## src/rtl/piggy_bank_ctrl.sv

```systemverilog
// piggy_bank_ctrl: shares one balance register between round-robin coin credits and a withdraw port.
// Define PB_AUDIT_EN to add the o_credit_count / o_debit_count audit counters.
module piggy_bank_ctrl #(
    parameter int unsigned            NUM_SLOTS = 4,
    parameter int unsigned            BAL_W     = 16,
    parameter int unsigned            PEND_W    = 3,
    parameter int unsigned            WDR_W     = 8,
    parameter logic [8*NUM_SLOTS-1:0] DENOM     = 32'h0A050201
) (
    input  logic                 i_clk,
    input  logic                 i_reset,
    input  logic [NUM_SLOTS-1:0] i_coin,
    input  logic                 i_wdr_req,
    input  logic [WDR_W-1:0]     i_wdr_amt,
    output logic                 o_wdr_ack,
    output logic                 o_wdr_nack,
    output logic [BAL_W-1:0]     o_balance,
    output logic                 o_credit_pulse,
    output logic                 o_coin_drop,
    output logic                 o_overflow_err
`ifdef PB_AUDIT_EN
    ,
    output logic [15:0]          o_credit_count,
    output logic [15:0]          o_debit_count
`endif
);
    localparam int unsigned IDX_W = $clog2(NUM_SLOTS);

    typedef enum logic [1:0] {IDLE, CREDIT, DEBIT, WDONE} state_t;

    state_t               r_state, w_state_nxt;
    logic [NUM_SLOTS-1:0] r_coin_prev;
    logic [PEND_W-1:0]    r_pend [NUM_SLOTS];
    logic [IDX_W-1:0]     r_rr;
    logic [IDX_W-1:0]     r_slot;
    logic [WDR_W-1:0]     r_amt;
    logic [BAL_W-1:0]     r_balance;
    logic                 r_wdr_ack;
    logic                 r_wdr_nack;
    logic                 r_credit_pulse;
    logic                 r_coin_drop;
    logic                 r_overflow_err;

    logic [NUM_SLOTS-1:0] w_evt;
    logic [NUM_SLOTS-1:0] w_full;
    logic [NUM_SLOTS-1:0] w_grant_vec;
    logic                 w_found;
    logic                 w_grant;
    logic                 w_latch_amt;
    logic                 w_drop;
    logic                 w_cover;
    logic                 w_sat;
    logic [IDX_W-1:0]     w_grant_idx;
    logic [IDX_W-1:0]     w_rr_nxt;
    logic [BAL_W-1:0]     w_denom;
    logic [BAL_W-1:0]     w_amt_ext;
    logic [BAL_W:0]       w_sum;

    assign w_evt = i_coin & ~r_coin_prev;

    // Round-robin search: slots at or above the pointer first, then wrap to the low slots.
    always_comb begin
        w_found     = 1'b0;
        w_grant_idx = '0;
        w_full      = '0;
        for (int unsigned i = 0; i < NUM_SLOTS; i++) begin
            w_full[i] = (r_pend[i] == '1);
            if (!w_found && (i >= 32'(r_rr)) && (r_pend[i] != '0)) begin
                w_found     = 1'b1;
                w_grant_idx = IDX_W'(i);
            end
        end
        for (int unsigned i = 0; i < NUM_SLOTS; i++) begin
            if (!w_found && (i < 32'(r_rr)) && (r_pend[i] != '0)) begin
                w_found     = 1'b1;
                w_grant_idx = IDX_W'(i);
            end
        end
    end

    always_comb begin
        w_state_nxt = r_state;
        w_grant     = 1'b0;
        w_latch_amt = 1'b0;
        case (r_state)
            IDLE: begin
                if (i_wdr_req) begin
                    w_latch_amt = 1'b1;
                    w_state_nxt = DEBIT;
                end else if (w_found) begin
                    w_grant     = 1'b1;
                    w_state_nxt = CREDIT;
                end
            end
            CREDIT:  w_state_nxt = IDLE;
            DEBIT:   w_state_nxt = WDONE;
            WDONE:   if (!i_wdr_req) w_state_nxt = IDLE;
            default: w_state_nxt = IDLE;
        endcase
    end

    always_comb begin
        w_grant_vec = '0;
        if (w_grant) w_grant_vec[w_grant_idx] = 1'b1;
    end

    assign w_drop    = |(w_evt & w_full & ~w_grant_vec);
    assign w_rr_nxt  = (w_grant_idx == IDX_W'(NUM_SLOTS - 1)) ? '0 : w_grant_idx + IDX_W'(1);
    assign w_denom   = BAL_W'(DENOM[8*r_slot +: 8]);
    assign w_sum     = {1'b0, r_balance} + {1'b0, w_denom};
    assign w_sat     = w_sum[BAL_W];
    assign w_amt_ext = BAL_W'(r_amt);
    assign w_cover   = (w_amt_ext <= r_balance);

    always_ff @(posedge i_clk) begin
        if (i_reset) begin
            r_state        <= IDLE;
            r_coin_prev    <= '0;
            r_rr           <= '0;
            r_slot         <= '0;
            r_amt          <= '0;
            r_balance      <= '0;
            r_wdr_ack      <= 1'b0;
            r_wdr_nack     <= 1'b0;
            r_credit_pulse <= 1'b0;
            r_coin_drop    <= 1'b0;
            r_overflow_err <= 1'b0;
            for (int unsigned i = 0; i < NUM_SLOTS; i++) r_pend[i] <= '0;
        end else begin
            r_state        <= w_state_nxt;
            r_coin_prev    <= i_coin;
            r_wdr_ack      <= 1'b0;
            r_wdr_nack     <= 1'b0;
            r_credit_pulse <= 1'b0;
            r_coin_drop    <= w_drop;
            // A same-cycle edge and grant on one slot cancel, so a full counter never drops then.
            for (int unsigned i = 0; i < NUM_SLOTS; i++) begin
                if (w_evt[i] && !w_grant_vec[i]) begin
                    if (!w_full[i]) r_pend[i] <= r_pend[i] + PEND_W'(1);
                end else if (!w_evt[i] && w_grant_vec[i]) begin
                    r_pend[i] <= r_pend[i] - PEND_W'(1);
                end
            end
            if (w_grant) begin
                r_slot <= w_grant_idx;
                r_rr   <= w_rr_nxt;
            end
            if (w_latch_amt) r_amt <= i_wdr_amt;
            case (r_state)
                CREDIT: begin
                    r_balance      <= w_sat ? '1 : w_sum[BAL_W-1:0];
                    r_credit_pulse <= 1'b1;
                    if (w_sat) r_overflow_err <= 1'b1;
                end
                DEBIT: begin
                    if (w_cover) begin
                        r_balance <= r_balance - w_amt_ext;
                        r_wdr_ack <= 1'b1;
                    end else begin
                        r_wdr_nack <= 1'b1;
                    end
                end
                default: ;
            endcase
        end
    end

    assign o_wdr_ack      = r_wdr_ack;
    assign o_wdr_nack     = r_wdr_nack;
    assign o_balance      = r_balance;
    assign o_credit_pulse = r_credit_pulse;
    assign o_coin_drop    = r_coin_drop;
    assign o_overflow_err = r_overflow_err;

`ifdef PB_AUDIT_EN
    logic [15:0] r_credit_count;
    logic [15:0] r_debit_count;

    always_ff @(posedge i_clk) begin
        if (i_reset) begin
            r_credit_count <= '0;
            r_debit_count  <= '0;
        end else begin
            if (r_state == CREDIT)           r_credit_count <= r_credit_count + 16'd1;
            if (r_state == DEBIT && w_cover) r_debit_count  <= r_debit_count + 16'd1;
        end
    end

    assign o_credit_count = r_credit_count;
    assign o_debit_count  = r_debit_count;
`else
    // Default build carries no audit state.
`endif

endmodule
```

## config.mk

```make
export PLATFORM = sky130hd
export DESIGN_NAME = piggy_bank_ctrl
export DESIGN_NICKNAME = d
export VERILOG_FILES = /design/src/rtl/piggy_bank_ctrl.sv
export SDC_FILE = /design/constraint.sdc
export NUM_CORES = 1
export LEC_CHECK = 0
export BUFFER_PORTS_ARGS = -buffer_cell sky130_fd_sc_hd__buf_2
export CORE_ASPECT_RATIO = 0.6
export CORE_MARGIN = 3
export CORE_UTILIZATION = 50
export DETAILED_ROUTE_END_ITERATION = 10
export HOLD_SLACK_MARGIN = 0.03
export PLACE_DENSITY = 0.69
export SLEW_MARGIN = 20
export SYNTH_ARGS = -nofsm -noshare
export SYNTH_HDL_FRONTEND = slang
export SYNTH_SLANG_ARGS = --single-unit
```

## constraint.sdc

```tcl
create_clock -name i_clk -period 6.6 [get_ports i_clk]
set_input_delay 0.99 -clock i_clk [delete_from_list [all_inputs] [get_ports i_clk]]
set_output_delay 0.99 -clock i_clk [all_outputs]
set_load 0.1 [all_outputs]
```

==> Flow_metrics.wiki, run 1 <==
{| class="wikitable"
! Metric !! Value
|-
| Worst Hold Launch || r_amt[2]
|-
| Count of hold-fix buffers inserted at cts || 0
|-
| Hold Crit Depth || 2
|-
| Number of placement rows || 23
|-
| Cells after synthesis || 436
|-
| CTS Root Cell || sky130_fd_sc_hd__clkbuf_16
|-
| Clock network fraction of design power || roughly 28%
|-
| Worst hold-check path type || flop to flop
|-
| Depth of the most critical reg-to-reg path || 9
|-
| Number of pins exceeding their max-slew limit in the final report || 0
|-
| Portion of total power attributed to combinational logic || 39.5%
|-
| Pwr Density || approximately 310 nW/um^2
|-
| Clock-pin slew of the registers on the worst-case setup and hold paths || 0.07 ns
|-
| Post-synthesis net count || 476
|-
| CTS tree || built
|-
| Antenna Nets Post-Route || 0
|-
| Detailed placement HPWL || 6840 um
|-
| Sum of overflow across all layers after global routing || 0
|-
| Number of inserted diodes || 0
|-
| Final RePlAce weighted congestion || between 0.9 and 1
|-
| Worst path cell trace || inv_1, ha_1, fa_1, nand2b_1, a21oi_1, o221a_2, o21a_1, o21ai_1, a2111oi_2
|-
| DRC violation count after routing || 0
|-
| Worst setup skew after layout || roughly 0.0043 ns
|-
| Maximum number of pins on one net before global-route repair || 34
|-
| Post-cts resize count || 0
|-
| Vias/cell || 6.21
|-
| Number of enable-type register cells in the synthesized netlist || 12
|-
| Library cell occupying the most area in the post-synthesis netlist || sky130_fd_sc_hd__dfxtp_1
|-
| Total core area || 6790 um^2
|-
| Starting utilization of the core area || a little over half
|-
| Count of synthesis-stage warnings from yosys || 0
|-
| Most used cells in the layout excluding fill and tap cells || 39 x sky130_fd_sc_hd__dfxtp_1, 38 x sky130_fd_sc_hd__nand2_1, 37 x sky130_fd_sc_hd__inv_1
|-
| Initial antenna violation count || 0
|-
| Data required time of the worst path || 6.79 ns
|-
| Seq cells post-synth || 51
|-
| Routed wire per std cell || 17.0 um
|-
| Top_reg_cell synth || sky130_fd_sc_hd__dfxtp_1
|-
| Share of synthesized registers carrying an async set or reset || 0%
|-
| Number of global-route vias before repair || 3118
|-
| Max Cap Violations || 0
|-
| Delay of the slowest cell on the worst path || ~0.48 ns
|-
| I/O Pins || 36
|-
| First-pass detailed-route iteration total || 5
|-
| Total wirelength of the detailed-routed design || ~9300 um
|-
| Static Leak || 0.00159 uW
|-
| Port Buffer Count || 35
|-
| Post-synth cell types || 64
|-
| Flop-to-flop setup slack || 3.45 ns
|-
| Number of hold violations in the final report || 0
|-
| Worst-case vdd ir drop || 0.162 mV
|-
| Status || complete, no violations
|-
| Area growth from synthesis to layout || 11.6%
|-
| Clk sinks || 51
|-
| Internal Power || 726 uW
|-
| Global-route usage over all layers || 23.7%
|-
| End of the worst register-to-register path || o_balance[7]
|-
| Most common cell after layout, fill and taps aside || sky130_fd_sc_hd__dfxtp_1
|-
| Fraction of the yosys area taken by sequential cells || 32.0%
|-
| Kind of capture point of the worst setup path || flop
|-
| First-pass GRT wire length || 15600 um
|-
| Maximum net fanout on the critical path || 13
|-
| Top-area cell type share of the netlist area || a little over a fifth
|-
| Sequential share of power || 32.6%
|-
| Area of the die || 8200 um^2
|-
| Dominant cells by area after synthesis || sky130_fd_sc_hd__dfxtp_1 22%, sky130_fd_sc_hd__edfxtp_1 10%, sky130_fd_sc_hd__ha_1 7.0%
|-
| Switching Share || 40.5%
|-
| Pwr Total || 1220 uW
|-
| Share of cells above drive strength 1 || approximately an eighth
|-
| Final critical delay including setup and external delays || between 3 and 4 ns
|-
| Post-CTS setup buffer count || 0
|-
| Clock buffer depth || 2
|-
| Total of endpoints with negative setup slack in the final report || 0
|-
| Drt first-iter violations || 358
|-
| Avg Cell Area, Syn || 8.17 um^2
|-
| Cell with the largest stage delay on the worst path || sky130_fd_sc_hd__o21a_1
|-
| Worst hold endpoint || r_amt[2]
|-
| Worst Path Class, Setup || flop to flop
|-
| Setup TNS || 0 ns
|-
| Source-to-sink clock delay at the later pin of the worst-skew pair || about 0.30 ns
|-
| Post-Syn Area || roughly 3600 um^2
|-
| Net count reported at finish || 502
|-
| Final worst path period share || 47.7%
|-
| RSZ-0062 raised after global routing || false
|-
| Critical path launch point type || flop
|-
| Number of CTS-inserted buffers || 5
|-
| Peak clock frequency supported by timing || 318 MHz
|-
| Arrival time worst endpoint || 3.34 ns
|-
| Switching power summed over all nets || 494 uW
|-
| Maximum level of the CTS H-tree || 2
|-
| Slew at the pin with the worst max-slew slack || 1.16 ns
|-
| Height of the die || 71.4 um
|-
| Max_slew headroom || approximately 22%
|-
| Die X-Extent || around 110 um
|-
| FF-to-FF Start || o_balance[0]
|-
| Routed via count || 3418
|}
-- how the worst max path moves through the flow --
stage,start,endpoint,slack [ns],cells after the start
6_report,o_balance[0],o_balance[7],3.45,9
5_1_grt,o_balance[0],o_balance[7],3.26,9
4_1_cts,o_balance[0],o_balance[7],3.51,9
3_5_place_dp,i_wdr_req,r_pend[0][2],3.34,9
3_3_place_gp,i_wdr_req,r_pend[0][2],3.43,9
2_1_floorplan,o_balance[1],o_balance[10],3.41,9
-- synth_stat cells (all sizes together) (4+ instances only) --
library cell,number
inv,37
nor2,35
and2,4
nor3,19
nor4,5
o22ai,4
o21a,5
nand2b,13
clkbuf,14
nor2b,8
nand4,6
nand3,19
buf,4
xor2,6
edfxtp,12
ha,20
and3,4
nand2,40
o221a,4
o221ai,5
dfxtp,39
a21oi,36
or3,6
fa,5
a21o,4
o21ai,25
a22oi,5
a31oi,6
-- metrics by stage --
| stage | instances | util (%) | worst slack [ns] | cell area (um^2) | hold slack [ns] |
|---|---|---|---|---|---|
| after floorplan | 436 | - | 3.41 | 3560 | 0.436 |
| after global placement | 542 | 55.7 | 3.43 | 3790 | 0.444 |
| after detailed placement | 542 | 55.7 | 3.34 | 3790 | 0.448 |
| after CTS | 550 | 58.5 | 3.51 | 3980 | 0.457 |
| after global routing | 550 | 58.5 | 3.26 | 3980 | 0.494 |
| final | 550 | 58.5 | 3.45 | 3980 | 0.459 |
-- layout make-up --
type / instances / area (um^2)
clock buffers: 6 / 129
clock inverters: 2 / 60.1
fillers: 627 / 2820
inverters: 37 / 139
multi-input cells: 330 / 2210
flip-flops and latches: 51 / 1140
well taps: 87 / 109
repair buffers: 37 / 190
-- per-layer routing --
| metal | part of all wire [%] | GRT usage [%] |
|---|---|---|
| met5 | 0 | 0 |
| met2 | 39 | 31.1 |
| met3 | 10 | 5.57 |
| met1 | 50 | 38.1 |
| met4 | 1.1 | 6.25 |
-- kinds of logic (layout without fill, tap and decap cells) --
kind of cell    count (synthesis)  in the layout  synth area share (%)
mux                             4              4                  1.16
simple gates                  163            163                  23.4
buf+inv                        55             82                  5.97
fa+ha+maj                      25             25                  9.84
flops                          51             51                  32.0
compound gates                130            130                  25.7
xor+xnor                        8              8                  1.97
-- worst max-delay path: cells and delay by family, from the launching register on --
kind | cells | cell delay [ns]
adder cells (fa/ha/maj) | 2 | 0.64
flip-flops | 1 | 0.42
AND/OR/NAND/NOR | 1 | 0.18
buffers and inverters | 1 | 0.07
AO/OA/AOI/OAI | 5 | 1.73
-- sequential cells by signal, indices dropped and copies added, names as in the netlist --
name and flops:
o_wdr_ack 1, o_coin_drop 1, r_rr 2, r_coin_prev 4, r_state 2, o_balance 16, r_amt 8, o_credit_pulse 1
r_pend 12, o_overflow_err 1, o_wdr_nack 1, r_slot 2
-- power groups by stage --
stage / Combinational, uW / Sequential [uW] / Clock (uW)
3_3_place_gp: 466 / 403 / 0
5_1_grt: 529 / 404 / 355
4_1_cts: 474 / 397 / 343
2_1_floorplan: 293 / 478 / 0
3_5_place_dp: 471 / 404 / 0
6_report: 483 / 398 / 340
No activity file was read; power rests on OpenSTA's default activity.
==> run 2: changes to the inputs <==
Settings changed: ABC_AREA set to 1, PLACE_DENSITY 0.69 to 0.72.
Clock period 6.6 ns to 2.6 ns, I/O delays scaled along.
==> run 2 against run 1 <==
  * Sequential power grew to 2.6 times the previous value
  * Die area grew 7.3%
  * Synthesized area grew 7.9%
  * Combinational power grew to 3.3 times the previous value
  * Non-clock buffer count grew 15
  * Clock power grew 97%
  * Sequential share of layout area shrank 2.6 points
  * First-iteration DRC count grew 24%
  * Maximum frequency grew 26%
  * Critical endpoint is now r_pend[1][2]
==> Flow_metrics.wiki, run 2 <==
{| class="wikitable"
! Metric !! Value
|-
| Worst hold endpoint || r_coin_prev[0]
|-
| Most common cell after layout, fill and taps aside || sky130_fd_sc_hd__nand2_1
|-
| Number of enable-type register cells in the synthesized netlist || 12 (unchanged)
|-
| Number of placement rows || 24 (+4.3%)
|-
| Worst-case vdd ir drop || 0.402 mV (+150%)
|-
| Worst Hold Launch || i_coin[0]
|-
| Number of global-route vias before repair || 3272 (+4.9%)
|-
| Share of synthesized registers carrying an async set or reset || 0% (unchanged)
|-
| Internal Power || 1770 uW (+140%)
|-
| Number of pins exceeding their max-slew limit in the final report || 0 (unchanged)
|-
| Inst Count DP || 683 (+26%)
|-
| FF-to-FF Start || r_pend[1][1]
|-
| Starting utilization of the core area || 52.2% (-0.22 points)
|-
| Final std cell area, no fill || 4380 um^2 (+10%)
|-
| Kind of capture point of the worst setup path || flop
|-
| Top-area cell type share of the netlist area || 20.3% (-1.6 points)
|-
| Slew at the pin with the worst max-slew slack || 0.515 ns (-0.644 ns)
|-
| Number of hold violations in the final report || 0 (unchanged)
|-
| Total core area || 7360 um^2 (+8.3%)
|-
| First-pass detailed-route iteration total || 5 (unchanged)
|-
| Wire length on met3 || 936 um (-4.1%)
|-
| Flop-to-flop setup slack || 0.11 ns (-3.34 ns)
|-
| Final critical delay including setup and external delays || 2.49 ns (-0.658 ns)
|-
| Share of cells above drive strength 1 || 20.2% (+7.1 points)
|-
| Cell with the most instances after synthesis || sky130_fd_sc_hd__nand2_1
|-
| Worst hold-check path type || primary input to flop
|-
| Depth of the most critical reg-to-reg path || 12 (+3)
|-
| Sum of overflow across all layers after global routing || 0 (unchanged)
|-
| Data required time of the worst path || 2.65 ns (-4.14 ns)
|-
| Final worst path period share || 95.6% (+48 points)
|-
| Hold_ws || 0.318 ns (-0.141 ns)
|-
| Worst setup skew after layout || 0.00420 ns (-0.000151 ns)
|-
| CTS Root Cell || sky130_fd_sc_hd__clkbuf_16
|-
| Area growth from synthesis to layout || 14.0%
|-
| End of the worst register-to-register path || r_pend[1][2]
|-
| Met1 Wirelength || 5120 um (+11%)
|-
| Portion of total power attributed to combinational logic || 48.6% (+9.1 points)
|-
| Maximum net fanout on the critical path || 5 (-8)
|-
| Drt first-iter violations || 443 (+24%)
|-
| Height of the die || 73.9 um (+3.5%)
|-
| Status || complete, no violations
|-
| Avg Cell Area, Syn || 7.04 um^2 (-14%)
|-
| Dominant cells by area after synthesis || sky130_fd_sc_hd__dfxtp_1 20%, sky130_fd_sc_hd__nand2_1 11%, sky130_fd_sc_hd__edfxtp_1 9.4%
|-
| Vias/cell || 5.35 (-14%)
|-
| Max_slew headroom || 65.6% (+43 points)
|-
| DRC violation count after routing || 0 (unchanged)
|-
| Maximum number of pins on one net before global-route repair || 22 (-35%)
|-
| Arrival time worst endpoint || 2.53 ns (-0.81 ns)
|-
| Routed via count || 3732 (+9.2%)
|-
| Cell types with the highest counts after synthesis || 109 x sky130_fd_sc_hd__nand2_1, 74 x sky130_fd_sc_hd__inv_1, 61 x sky130_fd_sc_hd__nor2_1
|-
| Post-synth cell types || 40 (-38%)
|-
| Switching power summed over all nets || 1520 uW (+210%)
|-
| Critical path launch point type || flop
|-
| Post-synthesis net count || 586 (+23%)
|-
| Static Leak || 0.00207 uW (+30%)
|-
| Clock-pin slew of the registers on the worst-case setup and hold paths || 0.07 ns (about the same)
|-
| Source-to-sink clock delay at the later pin of the worst-skew pair || 0.29 ns (about the same)
|-
| Final RePlAce weighted congestion || 0.924 (-4.2%)
|-
| CTS tree || built
|-
| Total wirelength of the detailed-routed design || 10200 um (+9.6%)
|-
| Fraction of the yosys area taken by sequential cells || 29.7% (-2.3 points)
|-
| Number of inserted diodes || 0 (unchanged)
|-
| Pwr Density || 751 nW/um^2 (+140%)
|-
| Sequential share of power || 31.0% (-1.6 points)
|-
| Initial antenna violation count || 0 (unchanged)
|-
| Switching Share || 46.2% (+5.7 points)
|-
| Seq cells post-synth || 51 (unchanged)
|-
| Die X-Extent || 119 um (+3.7%)
|-
| Number of flip-flops under the largest register name || 16 (unchanged)
|-
| Area of the die || 8800 um^2 (+7.3%)
|-
| Routed met2 length || 4080 um (+13%)
|-
| Launching element of the worst setup path || r_pend[1][1]
|-
| Top_reg_cell synth || sky130_fd_sc_hd__dfxtp_1
|-
| Clock buffer depth || 2 (unchanged)
|-
| Post-Syn Area || 3840 um^2 (+7.9%)
|-
| Worst Path Class, Setup || flop to flop
|-
| Maximum level of the CTS H-tree || 2 (unchanged)
|-
| Setup TNS || 0 ns (unchanged)
|-
| Number of fill cells in the layout || 681 (+8.6%)
|-
| Number of CTS-inserted buffers || 5 (unchanged)
|-
| Cells after synthesis || 546 (+25%)
|-
| Detailed placement HPWL || 7720 um (+13%)
|-
| Hold Crit Depth || 3 (+1)
|-
| Routed wire per std cell || 14.7 um (-14%)
|-
| Most used cells in the layout excluding fill and tap cells || 102 x sky130_fd_sc_hd__nand2_1, 70 x sky130_fd_sc_hd__inv_1, 59 x sky130_fd_sc_hd__nor2_1
|-
| Global-route usage over all layers || 23.6% (-0.14 points)
|-
| Clock network fraction of design power || 20.4% (-7.5 points)
|-
| Total of endpoints with negative setup slack in the final report || 0 (unchanged)
|-
| Library cell occupying the most area in the post-synthesis netlist || sky130_fd_sc_hd__dfxtp_1
|-
| Instance area at placement || 4140 um^2 (+9.4%)
|-
| Port Buffer Count || 35 (unchanged)
|-
| Net count reported at finish || 632 (+26%)
|-
| Clk sinks || 51 (unchanged)
|-
| First-pass GRT wire length || 16400 um (+5.6%)
|-
| Top Layer Used || met4
|-
| Max Cap Violations || 0 (unchanged)
|-
| Finished Layout Cells || 697 (+27%)
|-
| Antenna Nets Post-Route || 0 (unchanged)
|-
| I/O Pins || 36 (unchanged)
|-
| Peak clock frequency supported by timing || 402 MHz (+26%)
|-
| Count of synthesis-stage warnings from yosys || 0 (unchanged)
|}
==> run 2: kinds of logic after synthesis <==
group,share of synthesized area (%)
flip-flops,29.7
adder cells (fa/ha/maj),9.12
AO/OA/AOI/OAI,11.1
XOR/XNOR,3.19
multiplexers,0.782
AND/OR/NAND/NOR,35.9
buffers and inverters,10.3
==> run 2: layout make-up <==
cell class,count,area (um^2),share of cell area [%]
inverter,81,304,6.94
sequential,51,1140,26.1
clock inverter,1,3.75,0.0857
timing repair buffer,52,303,6.91
multi-input combinational,401,2350,53.7
tap,104,130,2.97
clock buffer,7,143,3.26
==> run 2: worst max path at each step <==
stage / to / slack (ns)
floorplan: o_balance[4] / 0.10
global placement: r_pend[1][2] / 0.1
detailed placement: r_pend[2][2] / -0.009
CTS: r_pend[2][2] / 0.04
global route: r_pend[1][2] / -0.04
finish: r_pend[1][2] / 0.11
==> run 2: stage by stage <==
stage	setup WS, ns	power (uW)	utilization, %
after floorplan	0.104	2220	-
after global placement	0.0985	2510	56.3
after detailed placement	-0.00916	2540	56.3
after CTS	0.0440	3220	58.5
after global routing	-0.0406	3490	59.5
final	0.113	3290	59.5
==> run 2: what timing repair did <==
item                                    in CTS  in global routing
endpoints found under the setup margin       2                 20
endpoints found under the hold margin        0                  0
resized for setup                            2                 19
pin swaps                                    0                  5
hold buffers                                 0                  0
setup buffers                                1                  5
==> run 2: routing by layer <==
metal / track usage [%] / vias to the layer above
met4: 5.39 / 0
met5: 0 / -
met2: 32.8 / 152
li1: - / 1881
met1: 36.0 / 1690
met3: 6.15 / 9
==> run 2: power by group through the flow <==
stage                     Sequential [uW]  Combinational, uW  Clock [uW]
final                                1020               1600         671
after global routing                 1030               1750         707
after CTS                            1010               1530         682
after detailed placement             1030               1510           0
after global placement               1030               1480           0
after floorplan                      1310                916           0
==> run 2: worst max-delay path, cell delays in order (launching register included) <==
cell                       delay, ns
sky130_fd_sc_hd__edfxtp_1       0.42
sky130_fd_sc_hd__nor2_1         0.16
sky130_fd_sc_hd__nand2_2        0.10
sky130_fd_sc_hd__nand2_2        0.10
sky130_fd_sc_hd__nand2_1        0.09
sky130_fd_sc_hd__nor2_4         0.15
sky130_fd_sc_hd__nand4_1        0.11
sky130_fd_sc_hd__nand2_2        0.16
sky130_fd_sc_hd__ha_2           0.21
sky130_fd_sc_hd__nand3_2        0.11
sky130_fd_sc_hd__fa_2           0.35
sky130_fd_sc_hd__xor2_1         0.15
sky130_fd_sc_hd__mux2i_1        0.12
